--- config.mk ---
export PLATFORM = sky130hd
export DESIGN_NAME = bus_request_arbiter
export DESIGN_NICKNAME = d
export VERILOG_FILES = /design/src/rtl/bus_pkg.sv /design/src/rtl/bus_arb_pick.sv /design/src/rtl/bus_request_arbiter.sv
export SDC_FILE = /design/constraint.sdc
export NUM_CORES = 1
export LEC_CHECK = 0
export CAP_MARGIN = 20
export CORE_ASPECT_RATIO = 1.25
export CORE_MARGIN = 3
export CORE_UTILIZATION = 36
export CTS_CLUSTER_DIAMETER = 40
export DETAILED_ROUTE_END_ITERATION = 12
export PLACE_DENSITY = 0.84
export SLEW_MARGIN = 10
export SYNTH_ARGS = -nofsm -noshare
export SYNTH_HDL_FRONTEND = slang
export SYNTH_SLANG_ARGS = --single-unit
--- constraint.sdc ---
create_clock -name CLK -period 2 [get_ports CLK]
set_input_delay 0.4 -clock CLK [delete_from_list [all_inputs] [get_ports CLK]]
set_output_delay 0.4 -clock CLK [all_outputs]
set_load 0.005 [all_outputs]
--- src/rtl/bus_pkg.sv ---
// Shared types and constants for the indirect bus-op arbiter.
// Optional feature in the top: BUS_ARB_ROUND_ROBIN_EN (rotating priority).
package bus_pkg;

    typedef enum logic [2:0] {
        IDLE,
        LAUNCH,
        SETTLE,
        WAIT,
        COMPLETE
    } arbState_t;

    localparam logic [2:0] SEG_ES   = 3'd0;
    localparam logic [2:0] SEG_CS   = 3'd1;
    localparam logic [2:0] SEG_SS   = 3'd2;
    localparam logic [2:0] SEG_DS   = 3'd3;
    localparam logic [2:0] SEG_ZERO = 3'd4;

    // Fields handed to the bus interface for one indirect bus op
    typedef struct packed {
        logic [15:0] ind;
        logic [15:0] wdata;
        logic [2:0]  seg;
        logic        ioMreq;
        logic        readWrite;
        logic        byteWord;
    } busOp_t;

    // Quiescent field values: memory space, read, byte, zero segment
    localparam busOp_t BUS_OP_IDLE = '{
        ind:       16'h0000,
        wdata:     16'h0000,
        seg:       SEG_ZERO,
        ioMreq:    1'b1,
        readWrite: 1'b0,
        byteWord:  1'b0
    };

    // Any select with the top bit set means the zero segment
    function automatic logic [2:0] normSeg(input logic [2:0] sel);
        return sel[2] ? SEG_ZERO : sel;
    endfunction

endpackage

--- src/rtl/bus_arb_pick.sv ---
// Combinational one-hot picker: first active request found when searching
// upward (with wrap) from startPtr.
module bus_arb_pick
    import bus_pkg::*;
#(
    parameter int NUM_REQ = 3,
    parameter int IW      = 2
) (
    input  logic [NUM_REQ-1:0] req,
    input  logic [IW-1:0]      startPtr,
    output logic [NUM_REQ-1:0] grant,
    output logic [IW-1:0]      grantIdx,
    output logic               anyReq
);

    logic [IW:0]   sum;
    logic [IW-1:0] idx;
    logic          found;

    // Walk the requesters starting at startPtr and take the first one set
    always_comb begin
        grant    = '0;
        grantIdx = '0;
        found    = 1'b0;
        sum      = '0;
        idx      = '0;
        for (int i = 0; i < NUM_REQ; i++) begin
            sum = {1'b0, startPtr} + (IW+1)'(i);
            if (sum >= (IW+1)'(NUM_REQ)) begin
                sum = sum - (IW+1)'(NUM_REQ);
            end
            idx = sum[IW-1:0];
            if (!found && req[idx]) begin
                found       = 1'b1;
                grant[idx]  = 1'b1;
                grantIdx    = idx;
            end
        end
        anyReq = found;
    end

endmodule

--- src/rtl/bus_request_arbiter.sv ---
// Shares the bus interface's indirect operand channel between NUM_REQ
// execution-side requesters. One op at a time: latch the winner's fields,
// strobe 'indirect', wait out the bus op (with timeout), return data + done.
// Build option: BUS_ARB_ROUND_ROBIN_EN selects rotating priority; otherwise
// lowest index wins.
module bus_request_arbiter
    import bus_pkg::*;
#(
    parameter int NUM_REQ        = 3,
    parameter int STROBE_CYCLES  = 2,
    parameter int TIMEOUT_CYCLES = 255
) (
    input  logic                  CLK,
    input  logic                  RESET_n,
    input  logic [NUM_REQ-1:0]    req,
    input  logic [3*NUM_REQ-1:0]  req_seg,
    input  logic [16*NUM_REQ-1:0] req_ind,
    input  logic [16*NUM_REQ-1:0] req_wdata,
    input  logic [NUM_REQ-1:0]    req_io,
    input  logic [NUM_REQ-1:0]    req_write,
    input  logic [NUM_REQ-1:0]    req_word,
    output logic [NUM_REQ-1:0]    gnt,
    output logic [NUM_REQ-1:0]    done,
    output logic                  err,
    output logic [15:0]           rdata,
    output logic                  indirect,
    output logic [15:0]           IND,
    output logic [15:0]           OPRw,
    output logic [2:0]            indirectSeg,
    output logic                  ind_ioMreq,
    output logic                  ind_readWrite,
    output logic                  ind_byteWord,
    input  logic [15:0]           OPRr,
    input  logic                  indirectBusOpInProgress
);

    localparam int          IW           = (NUM_REQ > 1) ? $clog2(NUM_REQ) : 1;
    localparam logic [15:0] STROBE_LAST  = 16'(STROBE_CYCLES - 1);
    localparam logic [15:0] TIMEOUT_LAST = 16'(TIMEOUT_CYCLES - 1);

    arbState_t          state, stateNext;
    logic [15:0]        cycleCnt;
    logic [NUM_REQ-1:0] ownerOh, pickOh;
    logic [IW-1:0]      pickIdx, startPtr;
    logic               pickAny;
    busOp_t             busOp, pickOp;
    logic               errFlag;
    logic               loadOp, clearCnt, captureRd, timeoutHit;

`ifdef BUS_ARB_ROUND_ROBIN_EN
    logic [IW-1:0] lastOwner;

    // Remember the most recent owner so the search starts just past it
    always_ff @(posedge CLK) begin
        if (!RESET_n) begin
            lastOwner <= IW'(NUM_REQ - 1);
        end else if (loadOp) begin
            lastOwner <= pickIdx;
        end
    end

    assign startPtr = (lastOwner == IW'(NUM_REQ - 1)) ? '0 : lastOwner + 1'b1;
`else
    assign startPtr = '0;
`endif

    bus_arb_pick #(
        .NUM_REQ (NUM_REQ),
        .IW      (IW)
    ) u_pick (
        .req      (req),
        .startPtr (startPtr),
        .grant    (pickOh),
        .grantIdx (pickIdx),
        .anyReq   (pickAny)
    );

    // Gather the winning requester's bus-op fields from the packed request buses
    always_comb begin
        pickOp = BUS_OP_IDLE;
        for (int i = 0; i < NUM_REQ; i++) begin
            if (pickOh[i]) begin
                pickOp = '{
                    ind:       req_ind[16*i +: 16],
                    wdata:     req_wdata[16*i +: 16],
                    seg:       normSeg(req_seg[3*i +: 3]),
                    ioMreq:    ~req_io[i],
                    readWrite: req_write[i],
                    byteWord:  req_word[i]
                };
            end
        end
    end

    // State register
    always_ff @(posedge CLK) begin
        if (!RESET_n) begin
            state <= IDLE;
        end else begin
            state <= stateNext;
        end
    end

    // Next-state and control strobes
    always_comb begin
        stateNext  = state;
        loadOp     = 1'b0;
        clearCnt   = 1'b0;
        captureRd  = 1'b0;
        timeoutHit = 1'b0;
        unique case (state)
            IDLE: begin
                if (pickAny) begin
                    stateNext = LAUNCH;
                    loadOp    = 1'b1;
                    clearCnt  = 1'b1;
                end
            end
            LAUNCH: begin
                if (cycleCnt == STROBE_LAST) begin
                    stateNext = SETTLE;
                    clearCnt  = 1'b1;
                end
            end
            SETTLE: begin
                stateNext = WAIT;
                clearCnt  = 1'b1;
            end
            WAIT: begin
                if (!indirectBusOpInProgress) begin
                    stateNext = COMPLETE;
                    captureRd = 1'b1;
                end else if (cycleCnt == TIMEOUT_LAST) begin
                    stateNext  = COMPLETE;
                    captureRd  = 1'b1;
                    timeoutHit = 1'b1;
                end
            end
            COMPLETE: begin
                stateNext = IDLE;
            end
            default: begin
                stateNext = IDLE;
            end
        endcase
    end

    // Phase counter, latched op fields, owner, read data and error flag.
    // Read data is taken on the edge into COMPLETE so it is valid with done.
    always_ff @(posedge CLK) begin
        if (!RESET_n) begin
            cycleCnt <= '0;
            busOp    <= BUS_OP_IDLE;
            ownerOh  <= '0;
            rdata    <= '0;
            errFlag  <= 1'b0;
        end else begin
            if (clearCnt) begin
                cycleCnt <= '0;
            end else if (state == LAUNCH || state == WAIT) begin
                cycleCnt <= cycleCnt + 16'd1;
            end
            if (loadOp) begin
                busOp   <= pickOp;
                ownerOh <= pickOh;
            end
            if (captureRd) begin
                rdata   <= OPRr;
                errFlag <= timeoutHit;
            end
        end
    end

    assign indirect      = (state == LAUNCH);
    assign gnt           = (state != IDLE) ? ownerOh : '0;
    assign done          = (state == COMPLETE) ? ownerOh : '0;
    assign err           = (state == COMPLETE) && errFlag;
    assign IND           = busOp.ind;
    assign OPRw          = busOp.wdata;
    assign indirectSeg   = busOp.seg;
    assign ind_ioMreq    = busOp.ioMreq;
    assign ind_readWrite = busOp.readWrite;
    assign ind_byteWord  = busOp.byteWord;

endmodule

### Word-level counts from Yosys, hierarchy flattened

Cells that the tools add are included.

| word-level totals | value |
|---|---|
| bits in registers | 77 |
| latch bits | 0 |
| RAM bits | 0 |
| ROM bits | 0 |
| input bits | 136 |
| output and inout port bits | 62 |
| word-level logic and storage cells | 63 |
| memories kept | 0 |

| cells by class | value |
|---|---|
| $add $sub $neg | 1 |
| multiply operators | 0 |
| div/mod/pow operators | 0 |
| $lt $le $gt $ge | 0 |
| equality and inequality tests | 9 |
| shift-type cells | 0 |
| multiplexer cells | 28 |
| bitwise logic cells | 4 |
| reductions and logical operators | 10 |

Operators with widths:

| operator | count |
|---|---|
| 38-bit 2-to-1 mux | 3 |
| 3-bit 2-to-1 mux | 10 |
| 16-bit by 1-bit adder with 16-bit output (second input constant) | 1 |
| 16-bit by 1-bit equality test with 1-bit output (second input constant) | 1 |
| 16-bit by 8-bit equality test with 1-bit output (second input constant) | 1 |
| 1-bit 2-to-1 mux | 12 |
| 3-bit one-hot mux with 4 select lines | 1 |
| 3-bit by 2-bit equality test with 1-bit output (second input constant) | 2 |
| 1-bit inverter | 4 |
| 3-bit by 1-bit equality test with 1-bit output (second input constant) | 1 |
| 3-bit equality test (second input constant) | 1 |
| 1-bit logical AND | 3 |
| 3-bit zero test | 1 |
| 3-bit inequality test (second input constant) | 1 |
| 1-bit one-hot mux with 3 select lines | 1 |
| 3-bit AND reduction | 1 |
| 3-bit nonzero test | 1 |
| 1-bit zero test | 2 |
| 2-bit 2-to-1 mux | 1 |
| 2-bit by 1-bit inequality test with 1-bit output (second input constant) | 1 |
| 2-bit inequality test (second input constant) | 1 |
| 2-bit OR reduction | 1 |
| 1-bit logical OR | 1 |

### Logic depth before layout (Yosys ltp)

Gate-level depths: netlist (run 1).

| logic depth | value |
|---|---|
| depth in word-level cells | 10 |
| depth in mapped cells | 7 |
| depth with buffers taken out | 6 |

### Modules after synthesis

Synthesis (run 1) repeated with hierarchy kept, for this count alone.

| unflattened totals | value |
|---|---|
| cells, all modules | 491 |
| area total of the unflattened synthesis | 4180.3 um2 |

By module, submodules not included:

| module | instances | cells an instance | area an instance (um2) | sequential area each (um2) |
|---|---|---|---|---|
| bus_request_arbiter | 1 | 450 | 3898.7 | 1541.5 |
| bus_arb_pick | 1 | 41 | 281.5 | 0.0 |

### Worst setup path after synthesis (run 1)

OpenSTA, ideal clock, no wires.

| timing | value |
|---|---|
| kind | register to register |
| from | reg cycleCnt[0] |
| to | reg cycleCnt[14] |
| library setup time | 0.115 ns |
| arrival | 1.962 ns |
| required time | 1.885 ns |
| slack | -0.077 ns |
| stages on the path, launching flop included | 7 |
| buffers on the path | 1 |
| clock period less this slack | 2.077 ns |
| cells stage by stage | dfxtp_1 -> ha_1 -> or4b_1 -> or4_4 -> o31ai_4 -> buf_6 -> nor2_2 |

| between the ends | value |
|---|---|
| word-level cells in the longest chain between the ends | 4 |
| elaborated cells between the ends (all ways) | 5 |
| classes of those cells | add/sub: 1; eq/ne: 1; mux: 2; reduce/logical: 1 |

RTL lines:

| element | RTL line | text |
|---|---|---|
| start, declared | bus_request_arbiter.sv:42 | `logic [15:0] cycleCnt;` |
| start signal, assigned | bus_request_arbiter.sv:161 | `cycleCnt <= cycleCnt + 16'd1;` |
| 16-bit by 1-bit equality test with 1-bit output | bus_request_arbiter.sv:120 | `if (cycleCnt == STROBE_LAST) begin` |
| 1-bit 2-to-1 mux | bus_request_arbiter.sv:120 |  |
| 1-bit one-hot mux with 3 select lines | bus_request_arbiter.sv:111 | `unique case (state)` |
| 2-bit OR reduction (no line) | n/a |  |

Several ways; a longest one is shown, not always the timed one.
A chain may end at the register's enable or synchronous reset.

### Worst setup path after layout (run 1)

| timing | value |
|---|---|
| from | reg cycleCnt[1] |
| to | reg cycleCnt[2] |

The elaborated chain is that of the path after synthesis.

==> flow_metrics.py, run 1 <==
metrics = {
    "grt": {
        "grt_pass1_wl_mm": 22.73,
        "grtUsageMet1_pct": 27.07,
        "grtUsageMet2_pct": 41.34,
        "grt-ovfl-total": 0,
        "grt_use_met3_pct": 7.391,
        "grt_max_degree": 78,
        "grt_pass1_vias": 4535,
        "grt_use_total_pct": 23.62,
        "antenna_found_initial": 0,
        "busiest_layer": "met2",
    },
    "clock_tree": {
        "clk_pin_slew_worst_paths_ns": 0.06,
        "htreeDepth": 3,
        "clock-sinks": 77,
        "cts_tree": "yes",
        "cts_root_buffer": "clkbuf_16",
        "cts_buffers": 9,
        "hold_buffers": 0,
        "clock_latency_ns": 0.33,
        "cts_buffer_depth": 2,
    },
    "logic_synthesis": {
        "synth_seq_area_share_pct": 39.46,
        "synth_edf_count": 0,
        "synthArstFlopShare_pct": 0,
        "synth_area_per_cell_sq_um": 8.739,
        "synthAdderAreaFrac_pct": 0.9609,
        "syn-num-nets": 586,
        "synth_area_sq_mm": 0.003906,
        "synthCells": 447,
        "synth_cell_types": 48,
        "yosys_warnings": 0,
        "ys.flop_type": "dfxtp_1",
        "synth_compound_area_share_pct": 26.55,
        "synth_top_cell_area_share_pct": 39.46,
        "synth-seq-cells": 77,
        "synth-simple-area-share_pct": 25.53,
        "synthTopCellsByArea": "dfxtp_1 39%, a221oi_1 7.8%, o32ai_1 7.6%, nor2b_1 6.7%, nand2_1 4.5%",
        "synth_top_family_by_area": "compound AO/OA/AOI/OAI gates",
        "synthMuxAreaShare_pct": 0,
        "yosysTopAreaCell": "dfxtp_1",
        "synth_xor_area_share_pct": 2.915,
    },
    "routing": {
        "via_count": 4520,
        "drt.antenna.violating_nets": 0,
        "dr.first_iter.drc_count": 226,
        "vias_per_cell": 5.601,
        "first_pass_iters": 5,
        "routed_wl_mm": 15.17,
        "drc_errors": 0,
        "wl_per_cell_um": 18.80,
    },
    "critical_path": {
        "cp_max_fo": 8,
        "crit_slowest_cell": "or4_4",
        "cp_cell_sequence": "inv_2 -> ha_4 -> or4b_1 -> or4_4 -> o31ai_4 -> buf_12 -> nor2_1",
        "path_class": "flip-flop to flip-flop",
        "critical_path_arrival_ns": 2.33,
        "critical_path_required_ns": 2.22,
        "critPathMaxStageDelay_ns": 0.53,
        "cp-start-kind": "flip-flop",
        "end_kind": "flip-flop",
    },
    "die": {
        "die_y_um": 122.5,
        "dieArea_sq_mm": 0.01214,
        "rows": 41,
        "die_w_um": 99.17,
        "initial_utilization_pct": 37.70,
        "ios": 198,
        "core_area_sq_mm": 0.01036,
    },
    "timing": {
        "timing.fmax_mhz": 473.0,
        "maxSlewHeadroom_pct": 56.32,
        "fin_crit_ns": 2.114,
        "rsz0062_at_grt": "true",
        "final-hold-violation-count": 0,
        "timing.setup.tns_ns": -1.377,
        "fin_crit_sh_pct": 105.7,
        "finalWorstSetupSlack_ns": -0.1141,
        "setup_viol": 14,
        "drv_slew": 0,
        "tightest_slew_ns": 0.6552,
        "clock_skew_ns": 0.009035,
    },
    "run": {
        "maxCapViolations": 0,
    },
    "cells_and_area": {
        "final_core_util_pct": 65.81,
        "diodes": 0,
        "nets": 812,
        "syn_to_final_growth_pct": 74.57,
        "layout-drive-gt1-share_pct": 18.73,
    },
    "placed_design": {
        "dpl_worst_slack_ns": -0.1167,
        "routabilityCongestion": 0.9345,
        "dp.final_hpwl_mm": 11.11,
        "io_buffers": 197,
    },
    "pwr": {
        "p_leak_nw": 2.469,
        "power_density_mw_per_mm2": 682.9,
        "peakVddDrop_mv": 0.4792,
    },
    "status": {
        "violations": "negative setup slack",
        "status": "finished, violations left",
    },
    "hold_path": {
        "hp-class": "input port to flip-flop",
    },
}
[placed cells by master, fill, tap and decap left out, drive strengths merged, types with 5 or more instances in the layout]
master,count
clkdlybuf4s50,186
dfxtp,77
buf,61
nand2,47
nor2b,42
a221oi,35
o32ai,34
nand3,25
nor2,21
o21ai,20
a21boi,17
clkbuf,10
xnor2,7
a21oi,7
xor2,6
dlygate4sd2,6
and2,6
nor3b,6
inv,5
nor3,5
[critical path, delay by kind of cell (launching register included)]
family	cells	cell delay, ns
compound gates	1	0.32
buf+inv	2	0.25
simple gates	3	1.00
fa+ha+maj	1	0.12
flops	1	0.32
[routing by layer]
layer | wire [um] | part of all wire (%) | up-vias
met5 | 0 | 0 | -
met4 | 313 | 2.1 | 0
met2 | 7668 | 51 | 210
met1 | 5893 | 39 | 2147
met3 | 1294 | 8.5 | 25
li1 | - | - | 2138
[final cells by class]
cell class              count  area [sq um]
clock buffers              10         229.0
clock inverters             6         63.81
fillers                   825          3543
inverters                   5         18.77
multi-input cells         325          2318
flip-flops and latches     77          1555
well taps                 129         161.4
repair buffers            255          2472
[timing repair]
| item | 4_1_cts | 5_1_grt |
|---|---|---|
| gates resized for setup | 20 | 42 |
| setup endpoints to repair | 22 | 33 |
| endpoints found under the hold margin | 0 | 0 |
| setup buffers | 4 | 3 |
| cloned | 0 | 2 |
| pin swaps | 6 | 13 |
[final timing paths]
| check | startpoint | end | slack [ns] | cells after the start |
|---|---|---|---|---|
| max | cycleCnt[1] | cycleCnt[2] | -0.11 | 7 |
| min | RESET_n | errFlag | 0.37 | 2 |
| min reg2reg | rdata[4] | rdata[4] | 0.46 | 2 |
| max reg2reg | cycleCnt[1] | cycleCnt[2] | -0.11 | 7 |
[cell families after synthesis]
group,Yosys count
AND/OR/NAND/NOR,179
AO/OA/AOI/OAI,130
flip-flops,77
buffers and inverters,45
adder cells (fa/ha/maj),3
XOR/XNOR,13
[stage by stage]
step                      instances  hold slack, ns  power (mW)  instance area (sq um)
after global placement          782          0.4616       2.977                   6307
after global routing            807          0.3580       4.847                   6819
after CTS                       802          0.3533       4.645                   6656
final                           807          0.3677       4.657                   6819
after floorplan                 447          0.4426       2.229                   3909
after detailed placement        782          0.4642       3.000                   6307
[state kept, by name, indices dropped and copies added, names as in the netlist]
register       count
IND               16
OPRw              16
cycleCnt          16
errFlag            1
ind_byteWord       1
ind_ioMreq         1
ind_readWrite      1
indirectSeg        3
ownerOh            3
rdata             16
state              3
[where the power goes]
part,switching (mW),internal [mW]
Sequential,0.0898,1.67
Clock,0.633,0.964
Combinational,0.536,0.763
[Yosys cell counts (7+ instances only)]
cell type	instances
a21boi_1	17
a21oi_1	7
a221oi_1	35
clkbuf_1	34
dfxtp_1	77
nand2_1	47
nand3_1	25
nor2_1	11
nor2_2	10
nor2b_1	42
o21ai_0	10
o21ai_1	10
o32ai_1	34
xnor2_1	7
Power figures use the tool's default switching activity.
==> inputs of run 2 (changes only) <==
--- a/constraint.sdc
+++ b/constraint.sdc
@@ -3,2 +3,2 @@
 set_output_delay 0.4 -clock CLK [all_outputs]
-set_load 0.005 [all_outputs]
+set_load 0.01 [all_outputs]
==> run 2 against run 1 <==
The flow still finishes with violations (negative setup slack); combinational power grew 4%; largest cell class unchanged; critical endpoint is now cycleCnt[11]; sequential cell count stayed put; fmax fell by 1.2%; largest power group unchanged; critical path type unchanged; highest routed layer unchanged.
==> flow_metrics.py, run 2 (synthesis gave the netlist of run 1 again) <==
metrics = {
    "critical_path": {
        "critical_path_arrival_ns": 2.36,
        "r2r_start": "cycleCnt[12]",
        "critical_path_required_ns": 2.22,
        "path_class": "flip-flop to flip-flop",
        "reg2reg_depth": 5,
        "cp-startpoint": "cycleCnt[12]",
        "cp-start-kind": "flip-flop",
        "cp_max_fo": 8,
        "end_kind": "flip-flop",
        "r2r_setup_slack_ns": -0.14,
    },
    "hold_path": {
        "worstHoldPathCells": 2,
        "hp-class": "input port to flip-flop",
        "worstHoldStart": "RESET_n",
    },
    "timing": {
        "maxSlewHeadroom_pct": 56.73,
        "finalWorstSetupSlack_ns": -0.1388,
        "tightest_slew_ns": 0.6490,
        "fin_crit_sh_pct": 106.9,
        "whs_ns": 0.3585,
        "drv_slew": 0,
        "rsz0062_at_grt": "true",
        "clock_skew_ns": 0.008739,
        "fin_crit_ns": 2.139,
        "timing.fmax_mhz": 467.5,
        "final-hold-violation-count": 0,
        "setup_viol": 21,
    },
    "cells_and_area": {
        "finalNonFillerCells": 810,
        "layout_commonest_cell": "clkdlybuf4s50_1",
        "fin_area_sq_mm": 0.006903,
        "layout-drive-gt1-share_pct": 20.70,
        "fillers": 818,
        "diodes": 0,
        "final_cell_mix": "186 x clkdlybuf4s50_1, 71 x dfxtp_1, 47 x buf_4",
        "nets": 815,
        "syn_to_final_growth_pct": 76.71,
    },
    "grt": {
        "grt_pass1_vias": 4646,
        "grt-ovfl-total": 0,
        "grt_use_total_pct": 23.74,
        "grt_max_degree": 78,
        "grt_pass1_wl_mm": 23.00,
        "antenna_found_initial": 0,
    },
    "clock_tree": {
        "cts_root_buffer": "clkbuf_16",
        "clk_pin_slew_worst_paths_ns": 0.06,
        "cts_buffers": 9,
        "clock-sinks": 77,
        "clock_latency_ns": 0.34,
        "cts_tree": "yes",
        "htreeDepth": 3,
        "cts_buffer_depth": 2,
    },
    "routing": {
        "via_count": 4529,
        "m1WireLength_mm": 5.861,
        "dr.first_iter.drc_count": 141,
        "drc_errors": 0,
        "wl_met2_mm": 7.878,
        "maxUsedRoutingLayer": "met4",
        "drt.antenna.violating_nets": 0,
        "first_pass_iters": 4,
        "vias_per_cell": 5.591,
        "routed_wl_mm": 15.37,
        "met3WireLength_mm": 1.355,
        "wl_per_cell_um": 18.98,
    },
    "die": {
        "core_area_sq_mm": 0.01036,
        "ios": 198,
        "dieArea_sq_mm": 0.01214,
        "rows": 41,
        "initial_utilization_pct": 37.70,
        "die_y_um": 122.5,
        "die_w_um": 99.17,
    },
    "pwr": {
        "power_density_mw_per_mm2": 671.6,
        "power_mw": 4.636,
        "p_leak_nw": 2.491,
        "peakVddDrop_mv": 0.4435,
    },
    "placed_design": {
        "io_buffers": 197,
        "dpl_worst_slack_ns": -0.1289,
        "routabilityCongestion": 0.9449,
        "dp_cells": 784,
        "dpl_cell_area_sq_mm": 0.006322,
        "dp.final_hpwl_mm": 10.94,
    },
    "status": {
        "status": "finished, violations left",
        "violations": "negative setup slack",
    },
    "run": {
        "maxCapViolations": 0,
    },
}
[run 2: stage by stage]
step / setup TNS [ns] / util [%]
after global routing: -3.358 / 66.61
after global placement: -1.790 / 61.01
after CTS: -1.236 / 64.10
after detailed placement: -3.679 / 61.01
after floorplan: -0.5477 / -
final: -1.838 / 66.61
[run 2: repair_timing]
| action | CTS | global route |
|---|---|---|
| setup buffers | 1 | 5 |
| setup endpoints to repair | 25 | 28 |
| cloned | 0 | 4 |
| pin swaps | 5 | 20 |
| resized for setup | 23 | 45 |
| hold buffers | 0 | 0 |
[run 2: cell type report]
cell class	instances	area [sq um]	share of cell area, %
clock buffer	11	252.7	3.661
inverter	5	18.77	0.2719
clock inverter	5	25.02	0.3625
tap	129	161.4	2.338
sequential	77	1549	22.44
timing repair buffer	258	2529	36.63
multi-input combinational	325	2367	34.29
[run 2: layer usage]
| layer | vias up | track usage, % |
|---|---|---|
| li1 | 2139 | - |
| met1 | 2154 | 27.39 |
| met2 | 211 | 41.01 |
| met3 | 25 | 6.993 |
| met4 | 0 | 9.650 |
| met5 | - | 0 |
[run 2: worst max-delay path, cell delays in order, from the launching register on]
cell     delay, ns
dfxtp_2       0.32
or4_4         0.53
or4_4         0.58
o31ai_4       0.37
buf_12        0.18
nor2_2        0.04
[run 2: worst paths after layout]
| kind | to |
|---|---|
| worst max-delay path | cycleCnt[11] |
| worst min-delay path | errFlag |
| worst max register to register | cycleCnt[11] |
| worst min register to register | rdata[14] |
[run 2: report_power, final]
group	internal, mW	leakage [nW]	total, mW	switching [mW]
registers	1.67	0.632	1.76	0.0857
logic	0.766	1.71	1.35	0.588
clock network	0.897	0.145	1.53	0.629
==> inputs of run 3 (changes only) <==
Settings changed: CORE_UTILIZATION 36 to 45, CTS_BUF_LIST from default to sky130_fd_sc_hd__clkbuf_8, PLACE_DENSITY 0.84 to 0.95.
Clock period 2 ns to 2.6 ns, I/O delays scaled along.
==> run 3 against run 2 <==
The flow now finishes without violations; final cell count down 9.9%; wire length down 9.9%; via count down 4.1%; non-clock buffer count down 48; clock power down 42%; hold slack better by 0.12 ns; critical path depth down 2; core utilization up 7.4 points; total power down 32%.
==> flow_metrics.py, run 3 (synthesis gave the netlist of run 1 again) <==
metrics = {
    "status": {
        "status": "finished clean",
    },
    "placed_design": {
        "io_buffers": 197,
        "dp.final_hpwl_mm": 10.17,
        "dp_cells": 714,
        "routabilityCongestion": 0.9615,
    },
    "pwr": {
        "power_density_mw_per_mm2": 510.0,
        "p_comb_share_pct": 29.0,
        "peakVddDrop_mv": 0.3350,
        "sequentialPowerShare_pct": 43.0,
        "p_sw_share_pct": 31.35,
        "p_int_mw": 2.158,
        "p_sw_mw": 0.9857,
        "p_clk_share_pct": 28.0,
        "p_leak_nw": 2.103,
    },
    "timing": {
        "maxSlewHeadroom_pct": 55.34,
        "fin_crit_sh_pct": 93.19,
        "final-hold-violation-count": 0,
        "timing.fmax_mhz": 412.7,
        "fin_crit_ns": 2.423,
        "timing.setup.tns_ns": 0,
        "clock_skew_ns": 0.01493,
        "rsz0062_at_grt": "false",
        "tightest_slew_ns": 0.6700,
        "drv_slew": 0,
        "setup_viol": 0,
    },
    "grt": {
        "grt_use_total_pct": 28.42,
        "grt_max_degree": 78,
        "grt_pass1_wl_mm": 21.43,
        "grt_pass1_vias": 4341,
        "grt-ovfl-total": 0,
        "antenna_found_initial": 0,
    },
    "die": {
        "rows": 37,
        "initial_utilization_pct": 46.88,
        "dieArea_sq_mm": 0.009842,
        "die_y_um": 110.2,
        "ios": 198,
        "core_area_sq_mm": 0.008333,
        "die_w_um": 89.34,
    },
    "critical_path": {
        "end_kind": "output port",
        "cp-start-kind": "flip-flop",
        "cp_cell_sequence": "nor3_2 -> nor2b_1 -> clkdlybuf4s50_1",
        "cp_max_fo": 9,
        "path_class": "flip-flop to output port",
        "crit_slowest_cell": "clkdlybuf4s50_1",
        "critPathMaxStageDelay_ns": 0.50,
        "critical_path_required_ns": 2.08,
        "critical_path_arrival_ns": 1.90,
    },
    "routing": {
        "wl_per_cell_um": 18.97,
        "dr.first_iter.drc_count": 279,
        "vias_per_cell": 5.951,
        "first_pass_iters": 5,
        "drt.antenna.violating_nets": 0,
        "routed_wl_mm": 13.85,
        "via_count": 4344,
        "drc_errors": 0,
    },
    "cells_and_area": {
        "finalNonFillerCells": 730,
        "diodes": 0,
        "layout_commonest_cell": "clkdlybuf4s50_1",
        "ff_latch_area_sq_mm": 0.001541,
        "fillers": 593,
        "nets": 767,
        "layout-drive-gt1-share_pct": 8.215,
        "multi_input_area_sq_mm": 0.002201,
        "syn_to_final_growth_pct": 57.82,
        "final_cell_mix": "194 x clkdlybuf4s50_1, 77 x dfxtp_1, 47 x nand2_1",
    },
    "clock_tree": {
        "clock-sinks": 77,
        "htreeDepth": 3,
        "cts_buffer_depth": 2,
        "hold_buffers": 0,
        "clk_pin_slew_worst_paths_ns": 0.10,
        "cts_buffers": 9,
        "cts_tree": "yes",
        "clock_latency_ns": 0.38,
        "cts_root_buffer": "clkbuf_8",
    },
    "hold_path": {
        "hp-class": "flip-flop to flip-flop",
    },
    "run": {
        "maxCapViolations": 0,
    },
}
run 3: worst max-delay path: cells and delay by family, from the launching register on:
kind / cells / cell delay [ns]
buf+inv: 1 / 0.50
flops: 1 / 0.42
simple gates: 2 / 0.60
run 3: layer usage:
metal | vias to the layer above | share of wire (%) | track usage (%)
li1 | 2046 | - | -
met1 | 2059 | 38 | 34.15
met2 | 214 | 51 | 46.94
met3 | 25 | 9.3 | 9.665
met4 | 0 | 2.0 | 10.00
met5 | - | 0 | 0
run 3: cell type report:
| cell class | count | area share, % |
|---|---|---|
| tap | 97 | 1.969 |
| timing repair buffer | 210 | 33.94 |
| sequential | 77 | 25.01 |
| clock buffer | 9 | 2.009 |
| multi-input combinational | 325 | 35.70 |
| inverter | 5 | 0.3044 |
| clock inverter | 7 | 1.076 |
run 3: timing repair:
| action | CTS | global route |
|---|---|---|
| setup endpoints to repair | 0 | 3 |
| resized for setup | 0 | 1 |
| setup buffers | 0 | 0 |
run 3: path summary, 6_finish.rpt:
path                                  start           to  slack, ns  depth (start not counted)
worst max-delay path               state[1]       gnt[1]       0.18                          3
worst min-delay path               rdata[0]     rdata[0]       0.48                          2
worst max register to register  cycleCnt[1]  cycleCnt[7]       0.30                          7
worst min register to register     rdata[0]     rdata[0]       0.48                          2
run 3: power by group through the flow:
| stage | sequential, mW | clock (mW) | combinational [mW] |
|---|---|---|---|
| 6_report | 1.35 | 0.881 | 0.911 |
| 5_1_grt | 1.36 | 0.944 | 0.975 |
| 4_1_cts | 1.35 | 0.890 | 0.912 |
| 3_5_place_dp | 1.37 | 0 | 0.904 |
| 3_3_place_gp | 1.37 | 0 | 0.885 |
| 2_1_floorplan | 1.40 | 0 | 0.352 |
run 3: metrics by stage:
stage | instance area, sq um | setup slack [ns] | util [%] | hold slack, ns | power (mW)
after floorplan | 3906 | 0.5230 | - | 0.4426 | 1.751
after global placement | 5969 | 0.3218 | 71.64 | 0.4578 | 2.253
after detailed placement | 5969 | 0.2470 | 71.64 | 0.4640 | 2.278
after CTS | 6160 | 0.09047 | 73.92 | 0.4774 | 3.152
after global routing | 6165 | 0.008952 | 73.98 | 0.5039 | 3.283
final | 6165 | 0.1772 | 73.98 | 0.4763 | 3.144
